File: config.mk
export PLATFORM = sky130hd
export DESIGN_NAME = mcd212_dram_arbiter
export DESIGN_NICKNAME = d
export VERILOG_FILES = /design/src/rtl/mcd212_pkg.sv /design/src/rtl/mcd212_dram_arbiter.sv
export SDC_FILE = /design/constraint.sdc
export NUM_CORES = 1
export LEC_CHECK = 0
export ABC_AREA = 1
export BUFFER_PORTS_ARGS = -buffer_cell sky130_fd_sc_hd__buf_2
export CORE_MARGIN = 1.5
export CORE_UTILIZATION = 50
export DETAILED_ROUTE_END_ITERATION = 12
export PLACE_DENSITY = 0.86
export SYNTH_ARGS = -nofsm -noshare
export SYNTH_HDL_FRONTEND = slang
export SYNTH_SLANG_ARGS = --single-unit
File: constraint.sdc
create_clock -name clk_i -period 3.6 [get_ports clk_i]
set_input_delay 0.72 -clock clk_i [delete_from_list [all_inputs] [get_ports clk_i]]
set_output_delay 0.72 -clock clk_i [all_outputs]
set_load 0.05 [all_outputs]
File: src/rtl/mcd212_pkg.sv
// rtl/mcd212_pkg.sv - shared types for the MCD212 system DRAM arbiter
package mcd212_pkg;

    localparam int RAM_AW = 19;

    typedef enum logic [1:0] {
        OWN_NONE = 2'd0,
        OWN_VID  = 2'd1,
        OWN_ICA  = 2'd2,
        OWN_CPU  = 2'd3
    } ram_owner_e;

    typedef enum logic [1:0] {
        ARB_IDLE,
        ARB_ISSUE,
        ARB_WAIT,
        ARB_ACK
    } ram_arb_state_e;

    typedef struct packed {
        logic              we;
        logic [1:0]        be;
        logic [RAM_AW-1:0] addr;
        logic [15:0]       wdata;
    } ram_cmd_t;

endpackage

File: src/rtl/mcd212_dram_arbiter.sv
// rtl/mcd212_dram_arbiter.sv - vid/ica/cpu arbiter and sequencer for the single-port system DRAM
module mcd212_dram_arbiter
    import mcd212_pkg::*;
#(
    parameter int RD_LATENCY = 1,
    parameter int CPU_STARVE = 8
) (
    input  logic              clk_i,
    input  logic              reset_i,
    input  logic              vid_req_i,
    input  logic [RAM_AW-1:0] vid_addr_i,
    output logic              vid_ack_o,
    input  logic              ica_req_i,
    input  logic [RAM_AW-1:0] ica_addr_i,
    output logic              ica_ack_o,
    input  logic              cpu_req_i,
    input  logic              cpu_we_i,
    input  logic [1:0]        cpu_be_i,
    input  logic [RAM_AW-1:0] cpu_addr_i,
    input  logic [15:0]       cpu_wdata_i,
    output logic              cpu_ack_o,
    output logic [15:0]       rdata_o,
    output logic [1:0]        grant_o,
    output logic              ram_en_o,
    output logic              ram_we_o,
    output logic [1:0]        ram_be_o,
    output logic [RAM_AW-1:0] ram_addr_o,
    output logic [15:0]       ram_wdata_o,
    input  logic [15:0]       ram_rdata_i
);

    localparam logic [7:0] STARVE_MAX = 8'(CPU_STARVE);
    localparam logic [1:0] WAIT_LAST  = 2'(RD_LATENCY - 2);

    ram_arb_state_e state_q, state_d;
    ram_owner_e     owner_q, win_d;
    ram_cmd_t       cmd_q, cmd_d;
    logic [7:0]     starve_q;
    logic [1:0]     wait_q;
    logic           cpu_owns;

    always_comb begin
        win_d = OWN_NONE;
        if (cpu_req_i && starve_q == STARVE_MAX) win_d = OWN_CPU;
        else if (vid_req_i)                      win_d = OWN_VID;
        else if (ica_req_i)                      win_d = OWN_ICA;
        else if (cpu_req_i)                      win_d = OWN_CPU;
    end

    // wdata only changes on a CPU write so ram_wdata_o holds across reads
    always_comb begin
        cmd_d = cmd_q;
        case (win_d)
            OWN_VID: cmd_d = '{we: 1'b0, be: 2'b11, addr: vid_addr_i, wdata: cmd_q.wdata};
            OWN_ICA: cmd_d = '{we: 1'b0, be: 2'b11, addr: ica_addr_i, wdata: cmd_q.wdata};
            OWN_CPU: begin
                cmd_d.we   = cpu_we_i;
                cmd_d.be   = cpu_we_i ? cpu_be_i : 2'b11;
                cmd_d.addr = cpu_addr_i;
                if (cpu_we_i) cmd_d.wdata = cpu_wdata_i;
            end
            default: ;
        endcase
    end

    always_ff @(posedge clk_i or posedge reset_i) begin
        if (reset_i) state_q <= ARB_IDLE;
        else         state_q <= state_d;
    end

    always_comb begin
        state_d = state_q;
        case (state_q)
            ARB_IDLE:  if (win_d != OWN_NONE) state_d = ARB_ISSUE;
            ARB_ISSUE: begin
                if (cmd_q.we)             state_d = ARB_IDLE;
                else if (RD_LATENCY == 1) state_d = ARB_ACK;
                else                      state_d = ARB_WAIT;
            end
            ARB_WAIT:  if (wait_q == WAIT_LAST) state_d = ARB_ACK;
            ARB_ACK:   state_d = ARB_IDLE;
            default:   state_d = ARB_IDLE;
        endcase
    end

    assign cpu_owns = (state_q != ARB_IDLE) && (owner_q == OWN_CPU);

    always_ff @(posedge clk_i or posedge reset_i) begin
        if (reset_i) begin
            owner_q  <= OWN_NONE;
            cmd_q    <= '0;
            starve_q <= '0;
            wait_q   <= '0;
        end else begin
            if (state_q == ARB_IDLE && win_d != OWN_NONE) begin
                owner_q <= win_d;
                cmd_q   <= cmd_d;
            end
            if (state_q == ARB_ISSUE)     wait_q <= '0;
            else if (state_q == ARB_WAIT) wait_q <= wait_q + 2'd1;
            if (state_q == ARB_IDLE && win_d == OWN_CPU)
                starve_q <= '0;
            else if (cpu_req_i && !cpu_owns && starve_q < STARVE_MAX)
                starve_q <= starve_q + 8'd1;
        end
    end

    always_comb begin
        logic ack_any;
        ack_any     = (state_q == ARB_ACK) || (state_q == ARB_ISSUE && cmd_q.we);
        vid_ack_o   = ack_any && owner_q == OWN_VID;
        ica_ack_o   = ack_any && owner_q == OWN_ICA;
        cpu_ack_o   = ack_any && owner_q == OWN_CPU;
        rdata_o     = (state_q == ARB_ACK) ? ram_rdata_i : 16'h0000;
        grant_o     = (state_q == ARB_IDLE) ? OWN_NONE : owner_q;
        ram_en_o    = (state_q == ARB_ISSUE);
        ram_we_o    = (state_q == ARB_ISSUE) && cmd_q.we;
        ram_be_o    = (state_q == ARB_ISSUE) ? cmd_q.be : 2'b00;
        ram_addr_o  = (state_q == ARB_ISSUE) ? cmd_q.addr : '0;
        ram_wdata_o = cmd_q.wdata;
    end

endmodule
== Word level (Yosys, flattened, before mapping) ==
Index checks and enable logic that the tools add are counted.
Word-level totals
  register bits: 52
  bits in latches: 0
  memory bits (writable): 0
  ROM bits: 0
  output and inout bits: 60
  word-level logic and storage cells: 66
  memories: 0
Operators by class
  $add $sub $neg: 2
  $mul: 0
  div/mod/pow operators: 0
  $lt $le $gt $ge: 1
  equal/unequal tests: 13
  shift-type cells: 0
  muxes and demuxes: 19
  bitwise operators: 2
  reduce and logical (&&, ||, !) cells: 21
Operator list (number)
  $pmux W38 S3: 1
  $mux W16: 2
  $mux W2: 12
  $mux W19: 1
  $mux W8: 2
  $eq A2 B2 Y1 const B: 7
  $logic_and A1 B1 Y1: 10
  $add A8 B1 Y8 const B: 1
  $eq A8 B4 Y1 const B: 1
  $lt A8 B4 Y1 const B: 1
  $pmux W2 S4: 1
  $reduce_bool A2 Y1: 4
  $eq A2 B1 Y1 const B: 3
  $reduce_and A5 Y1: 1
  $ne A2 B2 Y1 const B: 2
  $reduce_and A2 Y1: 2
  $reduce_bool A3 Y1: 1
  $add A2 B1 Y2 const B: 1
  $logic_not A2 Y1: 1
  $not A1 Y1: 2
  $logic_not A1 Y1: 1
  $logic_or A1 B1 Y1: 1

== Logic depth before layout (Yosys ltp) ==
Gate-level depths: netlist of the first run.
  word-level depth: 7
  gate-level depth with buffers: 14

== Worst setup path before layout of the first run ==
No wires, ideal clock.
  path type: register to output
  start: register state_q[1]
  end: output port cpu_ack_o
  arrival time: 2.661 ns
  required time: 2.880 ns
  setup slack: 0.219 ns
  cell stages (with the launch flop): 7
  buffers on the path: 0
  cells stage by stage: dfrtp_1 inv_1 ha_1 nand2_1 inv_1 nor2_1 nor3_1
Between the ends
  longest elaborated chain between the ends: 4
  elaborated cells on any way between the ends: 5
RTL lines
  start, declared: line mcd212_dram_arbiter.sv:35  | ram_arb_state_e state_q, state_d;
  start signal, assigned: line mcd212_dram_arbiter.sv:68  | else state_q <= state_d;
  $eq A2 B1 Y1
  named net ram_en_o: line mcd212_dram_arbiter.sv:24  | output logic ram_en_o,
  $logic_and A1 B1 Y1: line mcd212_dram_arbiter.sv:110  | ack_any = (state_q == ARB_ACK) || (state_q == ARB_ISSUE && cmd_q.we);
  named net ram_we_o: line mcd212_dram_arbiter.sv:25  | output logic ram_we_o,
  $logic_or A1 B1 Y1: line mcd212_dram_arbiter.sv:110
  $logic_and A1 B1 Y1: line mcd212_dram_arbiter.sv:113  | cpu_ack_o = ack_any && owner_q == OWN_CPU;
  end, declared: line mcd212_dram_arbiter.sv:21  | output logic cpu_ack_o,
The timed path passes the listed nets, and every way through them passes these cells.

== Worst setup path in the final report of the first run ==
  start: register state_q[1]
  end: output port vid_ack_o
Between the ends
  longest elaborated chain between the ends: 4
  elaborated cells on any way between the ends: 5
RTL lines
  $eq A2 B1 Y1: line mcd212_dram_arbiter.sv:110
  $logic_and A1 B1 Y1: line mcd212_dram_arbiter.sv:110
  $logic_or A1 B1 Y1 (*): line mcd212_dram_arbiter.sv:110
  $logic_and A1 B1 Y1 (*): line mcd212_dram_arbiter.sv:111  | vid_ack_o = ack_any && owner_q == OWN_VID;
  end, declared: line mcd212_dram_arbiter.sv:12  | output logic vid_ack_o,
Every way passes the cells marked *; elsewhere a longest branch is shown, timed or not.

==> results of run 1 <==
per-layer routing:
| metal | part of all wire, % | vias to the layer above | track usage (%) |
|---|---|---|---|
| met5 | 0 | - | 0 |
| met4 | 0.99 | 0 | 5.37 |
| met3 | 7.3 | 5 | 4.77 |
| met2 | 50 | 118 | 41.0 |
| met1 | 42 | 1396 | 23.8 |
| li1 | - | 1661 | - |
where the power goes:
group          total [uW]  leakage (uW)  switching [uW]  internal, uW
sequential            984      0.000630             150           834
clock                 346     0.0000445             190           157
combinational        2290       0.00186            1710           576
total                3620       0.00254            2050          1570
cell usage after synthesis (4+ instances only):
master    count  area, um2
buf_2         6       30.0
nand2_1     134        503
nand4_1       5       31.3
nor2_1       91        342
nor3_1        4       20.0
o21ai_0      14       70.1
buf_4        19        143
dfrtp_1      52       1300
or2_2         4       25.0
inv_1        84        315
nand3_1      28        140
clkbuf_1      6       22.5
ha_1         10        125
o21ai_1       6       30.0
flip-flops by register name, indices dropped and copies added, names as in the netlist:
register	flops
ram_wdata_o	16
state_q	2
owner_q	2
starve_q	8
cmd_q	22
wait_q	2
logic make-up (layout without fill, tap and decap cells):
group,Yosys count,after routing,synth area share [%]
AOI/OAI and AO/OA,27,27,4.45
adders and majority gates,10,10,3.87
buffers and inverters,119,253,17.1
DFF,52,52,40.2
and+or+nand+nor,270,270,34.4
cell type report:
| class | instances | area (um2) |
|---|---|---|
| multi-input combinational | 307 | 1380 |
| inverter | 85 | 324 |
| clock inverter | 1 | 7.51 |
| sequential | 52 | 1300 |
| clock buffer | 7 | 86.3 |
| fill | 602 | 2310 |
| tap | 77 | 96.3 |
| timing repair buffer | 160 | 811 |
stage by stage:
stage / std cells / setup slack [ns] / hold slack [ns]
finish: 689 / 0.943 / 0.486
global placement: 681 / 0.968 / 0.463
detailed placement: 681 / 0.887 / 0.469
floorplan: 478 / 0.219 / 0.448
CTS: 689 / 0.948 / 0.489
global route: 689 / 0.736 / 0.518
path summary, 6_finish.rpt:
| kind | slack, ns | start | to | cells past startpoint |
|---|---|---|---|---|
| worst max-delay path | 0.94 | state_q[1] | vid_ack_o | 8 |
| worst min-delay path | 0.49 | wait_q[0] | wait_q[0] | 1 |
| worst min register to register | 0.49 | wait_q[0] | wait_q[0] | 1 |
| max in group asynchronous | 2.29 | reset_i | ram_wdata_o[13] | 2 |
| worst max register to register | 1.07 | starve_q[0] | cmd_q[21] | 12 |
| min in group asynchronous | 0.67 | reset_i | ram_wdata_o[0] | 2 |
==> flow_summary_export.csv, run 1 <==
group,metric,value,unit
sta,period_minus_slack,2.66,ns
cts,cts_buffers,5,
yosys,ys_types,23,
pwr,peakVddDrop,0.000541,V
placement,dp_hpwl,5590,um
setup_path,cp.buffers_inverters,4,
layout,diodes,0,
placement,portBuffers,156,
route,wl,7290,um
layout,post-route-cell-area,4010,um2
placement,placed_area,3910,um2
job,maxCapViolations,0,
sta,tightest_slew,1.06,ns
route,via_count,3180,
sta,fin_tns_setup,0,ns
global_routing,grt_max_degree,53,
floorplan,start_util,51.2,%
yosys,synth_fp_nets,585,
yosys,ys_seq_area_share,40.2,%
sta,finalClockSkew,0.00572,ns
floorplan,row_count,29,
cts,cts.sinks,52,
setup_path,crit_arrival,1.94,ns
route,postRouteAntennaNets,0,
yosys,ys_seq_elements,52,
route,drt_iter0_markers,100,
yosys,synth_area,3240,um2
sta,maxSlewHeadroom,29.5,%
cts,htreeDepth,2,
yosys,yosys_warnings,0,
route,dr.pass1.iters,4,
global_routing,grt_pass1_wl,12200,um
sta,hold_viol_final,0,
yosys,synth.avg_cell_area,6.77,um2
cts,worstSkewPairLatency,0.30,ns
cts,holdBufCountCts,0,
cts,cts_setup_buffers,0,
layout,layout_common_cells,"156 x buf_2, 134 x nand2_1, 91 x nor2_1",
setup_path,worstSetupEndpointType,"output port",
layout,final_core_util,63.5,%
setup_path,crit_path_cell_trace,"inv_1, ha_1, buf_4, nand2_1, inv_1, nor2_1, nor3_1, buf_2",
route,vias_per_cell,4.62,
layout,layout-drive-gt1-share,29.1,%
cts,cts_root_buffer,"clkbuf_8",
placement,gp_congestion,0.776,
cts,clockBufferDepth,2,
global_routing,grt_pass1_vias,2954,
sta,fin_crit_sh,73.8,%
yosys,ys.flop_type,"dfrtp_1",
route,drc,0,
layout,syn_to_final_growth,23.9,%
hold_path,hp-class,"reg -> reg",
setup_path,cpMostUsedCell,"inv_1",
layout,layout_commonest_cell,"buf_2",
floorplan,fp.coreArea,6310,um2
setup_path,cp.required,2.88,ns
layout,nets,718,
cts,clk_pin_slew,0.09,ns
floorplan,die_width,83.4,um
outcome,outcome,"finished, final reports clean",
sta,setup_viol,0,
setup_path,slowest_delay,0.42,ns
setup_path,critPathTopFamily,"buffers and inverters",
setup_path,critPathMaxFanout,25,
cts,cts-resized-gates,0,
cts,cts_tree,"done",
floorplan,die_h,83.4,um
global_routing,grtUsageTotal,21.4,%
sta,rsz0062_at_grt,"no",
global_routing,antenna_found_initial,0,
setup_path,crit_path_top_delay_cell,"dfrtp_1",
route,wl_per_cell,10.6,um
floorplan,ioPinCount,157,
setup_path,cp-start-kind,"register",
sta,clock.fmax,0.376,GHz
pwr,power_density,903,nW/um2
floorplan,dieArea,6960,um2
yosys,synth_edf_count,0,
yosys,synthArstFlopShare,100,%
yosys,synthCells,478,
pwr,finalPower,3620,uW
sta,slew_violations,0,
pwr,p_leak,0.00254,uW
setup_path,path_class,"reg -> out",
global_routing,grt_overflow,0,
Power figures use the tool's default switching activity.
==> inputs of run 2 (changes only) <==
--- a/config.mk
+++ b/config.mk
@@ -8,9 +8,9 @@
 export ABC_AREA = 1
 export BUFFER_PORTS_ARGS = -buffer_cell sky130_fd_sc_hd__buf_2
 export CORE_MARGIN = 1.5
-export CORE_UTILIZATION = 50
+export CORE_UTILIZATION = 42
 export DETAILED_ROUTE_END_ITERATION = 12
-export PLACE_DENSITY = 0.86
+export PLACE_DENSITY = 0.77
 export SYNTH_ARGS = -nofsm -noshare
 export SYNTH_HDL_FRONTEND = slang
 export SYNTH_SLANG_ARGS = --single-unit
==> constraint.sdc (replaced) <==
create_clock -name clk_i -period 2.2 [get_ports clk_i]
set_input_delay 0.44 -clock clk_i [delete_from_list [all_inputs] [get_ports clk_i]]
set_output_delay 0.44 -clock clk_i [all_outputs]
set_load 0.05 [all_outputs]
==> run 2 against run 1 <==
- sequential share of layout area down 2.0 points
- via count grew 2.1%
- clock skew up 0.0020 ns
- cell count up 4.9%
- critical endpoint is now cpu_ack_o
- largest cell class unchanged
==> flow_summary_export.csv, run 2 (synthesis gave the netlist of run 1 again) <==
group,metric,value,unit
layout,layout_common_cells,"153 x buf_2, 132 x nand2_1, 90 x nor2_1",
route,wl,7910,um
placement,dp_hpwl,6200,um
sta,tightest_slew,0.512,ns
pwr,switchingPower,3520,uW
setup_path,crit_arrival,1.67,ns
placement,placed_area,4080,um2
layout,syn_to_final_growth,32.0,%
sta,period_minus_slack,2.11,ns
cts,htreeDepth,2,
setup_path,reg2reg_to,"cmd_q[35]",
pwr,clkPwrFrac,9.3,%
global_routing,antenna_found_initial,0,
layout,layout-drive-gt1-share,32.4,%
setup_path,reg2reg_depth,12,
global_routing,grt_overflow,0,
global_routing,grtUsageTotal,19.8,%
cts,cts_tree,"done",
layout,nets,730,
setup_path,path_class,"reg -> out",
route,dr.pass1.iters,4,
layout,post-route-cell-area,4270,um2
route,drt_iter0_markers,73,
pwr,peakVddDrop,0.000753,V
placement,portBuffers,156,
route,dr_wl_met3,527,um
floorplan,fp.coreArea,7370,um2
sta,fin_crit_sh,95.8,%
route,via_count,3248,
pwr,p_int,2710,uW
setup_path,slowest_delay,0.42,ns
sta,slew_violations,0,
cts,holdBufCountCts,0,
pwr,netSwitchingFraction,56.5,%
cts,clk_pin_slew,0.10,ns
cts,clockBufferDepth,2,
setup_path,critPathMaxFanout,4,
placement,pre_cts_ws,0.0627,ns
layout,fillers,713,
cts,worstSkewPairLatency,0.31,ns
job,maxCapViolations,0,
sta,clock.fmax,0.474,GHz
sta,maxSlewHeadroom,65.8,%
setup_path,timing.reg2reg.setup_slack,0.13,ns
floorplan,start_util,43.9,%
floorplan,dieArea,8240,um2
layout,top_register,"cmd_q",
route,highest_layer,"met4",
placement,gp_congestion,0.809,
sta,fin_tns_setup,0,ns
hold_path,hp-class,"in -> async",
global_routing,grt_pass1_vias,3054,
pwr,power_density,1460,nW/um2
layout,layout_commonest_cell,"buf_2",
setup_path,cp-start-kind,"register",
route,dr_wl_met2,3880,um
setup_path,cp.required,1.76,ns
layout,diodes,0,
outcome,outcome,"finished, final reports clean",
route,wl_met1,3460,um
layout,largest_reg_flops,22,
setup_path,crit_path_cell_trace,"inv_2, ha_4, nand2_1, clkinvlp_4, nor2_1, buf_4, nor3_4, buf_6",
sta,setup_viol,0,
setup_path,crit_path_top_delay_cell,"dfrtp_1",
cts,cts_buffers,5,
route,drc,0,
floorplan,row_count,31,
setup_path,cp.buffers_inverters,4,
sta,finalWorstSetupSlack,0.0920,ns
setup_path,worstSetupEndpointType,"output port",
pwr,p_leak,0.00262,uW
pwr,pwr-share-comb,64.6,%
global_routing,grt_pass1_wl,13500,um
global_routing,grt_max_degree,31,
pwr,p_seq_share,26.1,%
floorplan,ioPinCount,157,
route,vias_per_cell,4.49,
cts,cts.sinks,52,
route,wl_per_cell,10.9,um
floorplan,die_h,90.8,um
setup_path,critPathTopFamily,"buffers and inverters",
sta,finalClockSkew,0.00769,ns
setup_path,timing.rr.start,"starve_q[1]",
floorplan,die_width,90.8,um
sta,hold_viol_final,0,
route,postRouteAntennaNets,0,
cts,cts_root_buffer,"clkbuf_8",
## run 2: metrics by stage
| stage | cells | total power [uW] | hold slack (ns) | utilization [%] |
|---|---|---|---|---|
| floorplan | 478 | 4840 | 0.448 | - |
| global placement | 710 | 5510 | 0.462 | 55.4 |
| detailed placement | 710 | 5600 | 0.473 | 55.4 |
| CTS | 718 | 6200 | 0.156 | 56.8 |
| global route | 723 | 6710 | 0.174 | 57.9 |
| finish | 723 | 6230 | 0.149 | 57.9 |
## run 2: power groups by stage
stage / clock network (uW) / registers [uW] / logic [uW]
2_1_floorplan: 0 / 1580 / 3260
3_3_place_gp: 0 / 1630 / 3880
3_5_place_dp: 0 / 1650 / 3950
4_1_cts: 594 / 1630 / 3970
5_1_grt: 626 / 1690 / 4390
6_report: 577 / 1630 / 4030
## run 2: what timing repair did
item | in CTS | in global routing
pin swaps | 0 | 1
gates cloned | 0 | 0
resized for setup | 4 | 10
endpoints found under the setup margin | 3 | 62
setup buffers | 0 | 5
## run 2: worst max-delay path by stage
stage	start	to	slack, ns	cells after the start
floorplan	state_q[1]	cpu_ack_o	0.02	6
global placement	starve_q[0]	ram_wdata_o[6]	0.15	13
detailed placement	starve_q[0]	ram_wdata_o[9]	0.06	13
CTS	state_q[1]	ram_be_o[1]	0.003	6
global route	state_q[0]	cpu_ack_o	-0.006	7
finish	state_q[1]	cpu_ack_o	0.09	8
## run 2: layout make-up
cell class	instances	area, um2	area share, %
clock buffer	5	68.8	1.61
multi-input combinational	307	1450	34.0
tap	99	124	2.90
timing repair buffer	172	970	22.7
inverter	85	328	7.68
clock inverter	3	26.3	0.615
sequential	52	1300	30.5
## run 2: per-layer routing
layer | GRT usage [%] | vias to the layer above
met4 | 3.78 | 0
met1 | 23.5 | 1424
met3 | 3.54 | 4
met2 | 37.3 | 132
li1 | - | 1688
met5 | 0 | -
==> inputs of run 3 (changes only) <==
==> constraint.sdc (replaced) <==
create_clock -name clk_i -period 2.2 [get_ports clk_i]
set_input_delay 0 -clock clk_i [delete_from_list [all_inputs] [get_ports clk_i]]
set_output_delay 0 -clock clk_i [all_outputs]
set_load 0.05 [all_outputs]
==> run 3 against run 2 <==
- register-to-register slack gained 0.05 ns
- global-route usage grew 0.62 points
- routed wire length grew 9.7%
- combinational power is essentially flat
- critical path depth grew 6
- non-clock buffer count grew 20
- cell count grew 3.0%
- sequential cell count is the same
- die area is the same
- largest power group unchanged
==> flow_summary_export.csv, run 3 (synthesis gave the netlist of run 1 again) <==
group,metric,value,unit
cts,clk_pin_slew,0.10,ns
layout,final_core_util,59.6,%
placement,portBuffers,156,
route,drc,0,
sta,clock.fmax,0.495,GHz
route,vias_per_cell,4.59,
cts,clockBufferDepth,2,
layout,syn_to_final_growth,35.8,%
cts,cts_buffers,5,
sta,fin_crit_sh,91.9,%
cts,cts_root_buffer,"clkbuf_8",
sta,slew_violations,0,
sta,finalWorstSetupSlack,0.179,ns
cts,cts.sinks,52,
sta,finalClockSkew,0.0103,ns
sta,period_minus_slack,2.02,ns
setup_path,crit_path_top_delay_cell,"dfrtp_1",
setup_path,worstSetupEndpointType,"register",
sta,maxSlewHeadroom,64.6,%
floorplan,die_width,90.8,um
route,drt_iter0_markers,140,
floorplan,die_h,90.8,um
layout,layout_common_cells,"156 x buf_2, 133 x nand2_1, 91 x nor2_1",
cts,worstSkewPairLatency,0.31,ns
setup_path,crit_path_cell_trace,"inv_1, ha_1, nand2_1, nor2_1, nand2_1, nand2_1, ha_2, nand2_4, clkinv_4, nand3_4, nor2_4, buf_4, nand2_1, nand2_1",
layout,diodes,0,
hold_path,hp-class,"in -> reg",
placement,pre_cts_ws,-0.00230,ns
sta,setup_viol,0,
setup_path,critPathMaxFanout,11,
route,wl_per_cell,11.6,um
global_routing,met3_usage,4.04,%
route,postRouteAntennaNets,0,
pwr,power_density,1410,nW/um2
floorplan,fp.coreArea,7370,um2
floorplan,dieArea,8240,um2
sta,hold_viol_final,0,
floorplan,start_util,43.9,%
layout,fillers,679,
global_routing,grt_pass1_wl,13800,um
cts,htreeDepth,2,
layout,top_register,"cmd_q",
pwr,peakVddDrop,0.000731,V
pwr,p_leak,0.00270,uW
route,via_count,3418,
floorplan,ioPinCount,157,
global_routing,grt_max_degree,44,
setup_path,cpMostUsedCell,"nand2_1",
sta,tightest_slew,0.530,ns
global_routing,busiest_layer,"met2",
hold_path,min_delay_path_depth,5,
layout,largest_reg_flops,22,
setup_path,crit_cells,14,
layout,nets,752,
placement,dp_hpwl,6080,um
setup_path,cp.buffers_inverters,3,
setup_path,critPathTopFamily,"simple AND/OR/NAND/NOR gates",
layout,layout_commonest_cell,"buf_2",
global_routing,met2_usage,38.4,%
global_routing,use_met1,23.1,%
setup_path,slowest_delay,0.39,ns
placement,gp_congestion,0.839,
setup_path,reg2reg_depth,14,
sta,fin_tns_setup,0,ns
route,wl,8680,um
setup_path,cp.required,2.45,ns
global_routing,antenna_found_initial,0,
cts,cts_tree,"done",
layout,layout-drive-gt1-share,30.8,%
setup_path,cp-start-kind,"register",
job,maxCapViolations,0,
route,dr.pass1.iters,4,
global_routing,grt_pass1_vias,3195,
setup_path,path_class,"reg -> reg",
floorplan,row_count,31,
global_routing,grtUsageTotal,20.5,%
outcome,outcome,"finished, final reports clean",
global_routing,grt_overflow,0,
setup_path,crit_arrival,2.27,ns
-- run 3: area by class of cell --
class / instances / area, um2 / share of cell area [%]
multi-input cells: 309 / 1430 / 32.4
flip-flops and latches: 52 / 1300 / 29.6
repair buffers: 192 / 1130 / 25.8
inverters: 85 / 324 / 7.37
well taps: 99 / 124 / 2.82
clock buffers: 6 / 72.6 / 1.65
clock inverters: 2 / 13.8 / 0.313
-- run 3: routing by layer --
| layer | wire [um] | vias up |
|---|---|---|
| li1 | - | 1731 |
| met1 | 3650 | 1517 |
| met2 | 4310 | 158 |
| met3 | 591 | 12 |
| met4 | 127 | 0 |
| met5 | 0 | - |
-- run 3: report_power, final --
group | internal, uW | switching, uW | leakage, uW
sequential | 1370 | 243 | 0.000629
clock | 228 | 323 | 0.0000456
combinational | 1110 | 2920 | 0.00202
total | 2710 | 3490 | 0.00270
-- run 3: tightest hold or removal path: cells and delay by family --
family	cells	cell delay, ns
and+or+nand+nor	3	0.16
buffers and inverters	2	0.13
-- run 3: per-stage QoR --
step	area (um2)	hold WS (ns)	total power, uW	instances
after global routing	4400	0.0299	6670	745
final	4400	0.0110	6200	745
after global placement	4000	0.00508	5400	707
after CTS	4310	0.00149	6080	738
after floorplan	3250	0.117	4770	478
after detailed placement	4000	0.0135	5480	707
-- run 3: worst paths after layout --
check | from | endpoint | slack [ns]
setup / recovery | starve_q[0] | ram_wdata_o[4] | 0.18
hold / removal | vid_addr_i[12] | cmd_q[28] | 0.01
setup reg to reg | starve_q[0] | ram_wdata_o[4] | 0.18
hold reg to reg | ram_wdata_o[2] | ram_wdata_o[2] | 0.48
max in group asynchronous | reset_i | starve_q[1] | 1.16
min in group asynchronous | reset_i | cmd_q[23] | 0.23
-- run 3: repair_timing --
action                     4_1_cts  5_1_grt
pin swaps                        1        2
gates cloned                     0        3
setup buffers                    2        4
hold endpoints to repair        38        0
hold buffers                    21        0
gates resized for setup          1        6
setup endpoints to repair        5       35
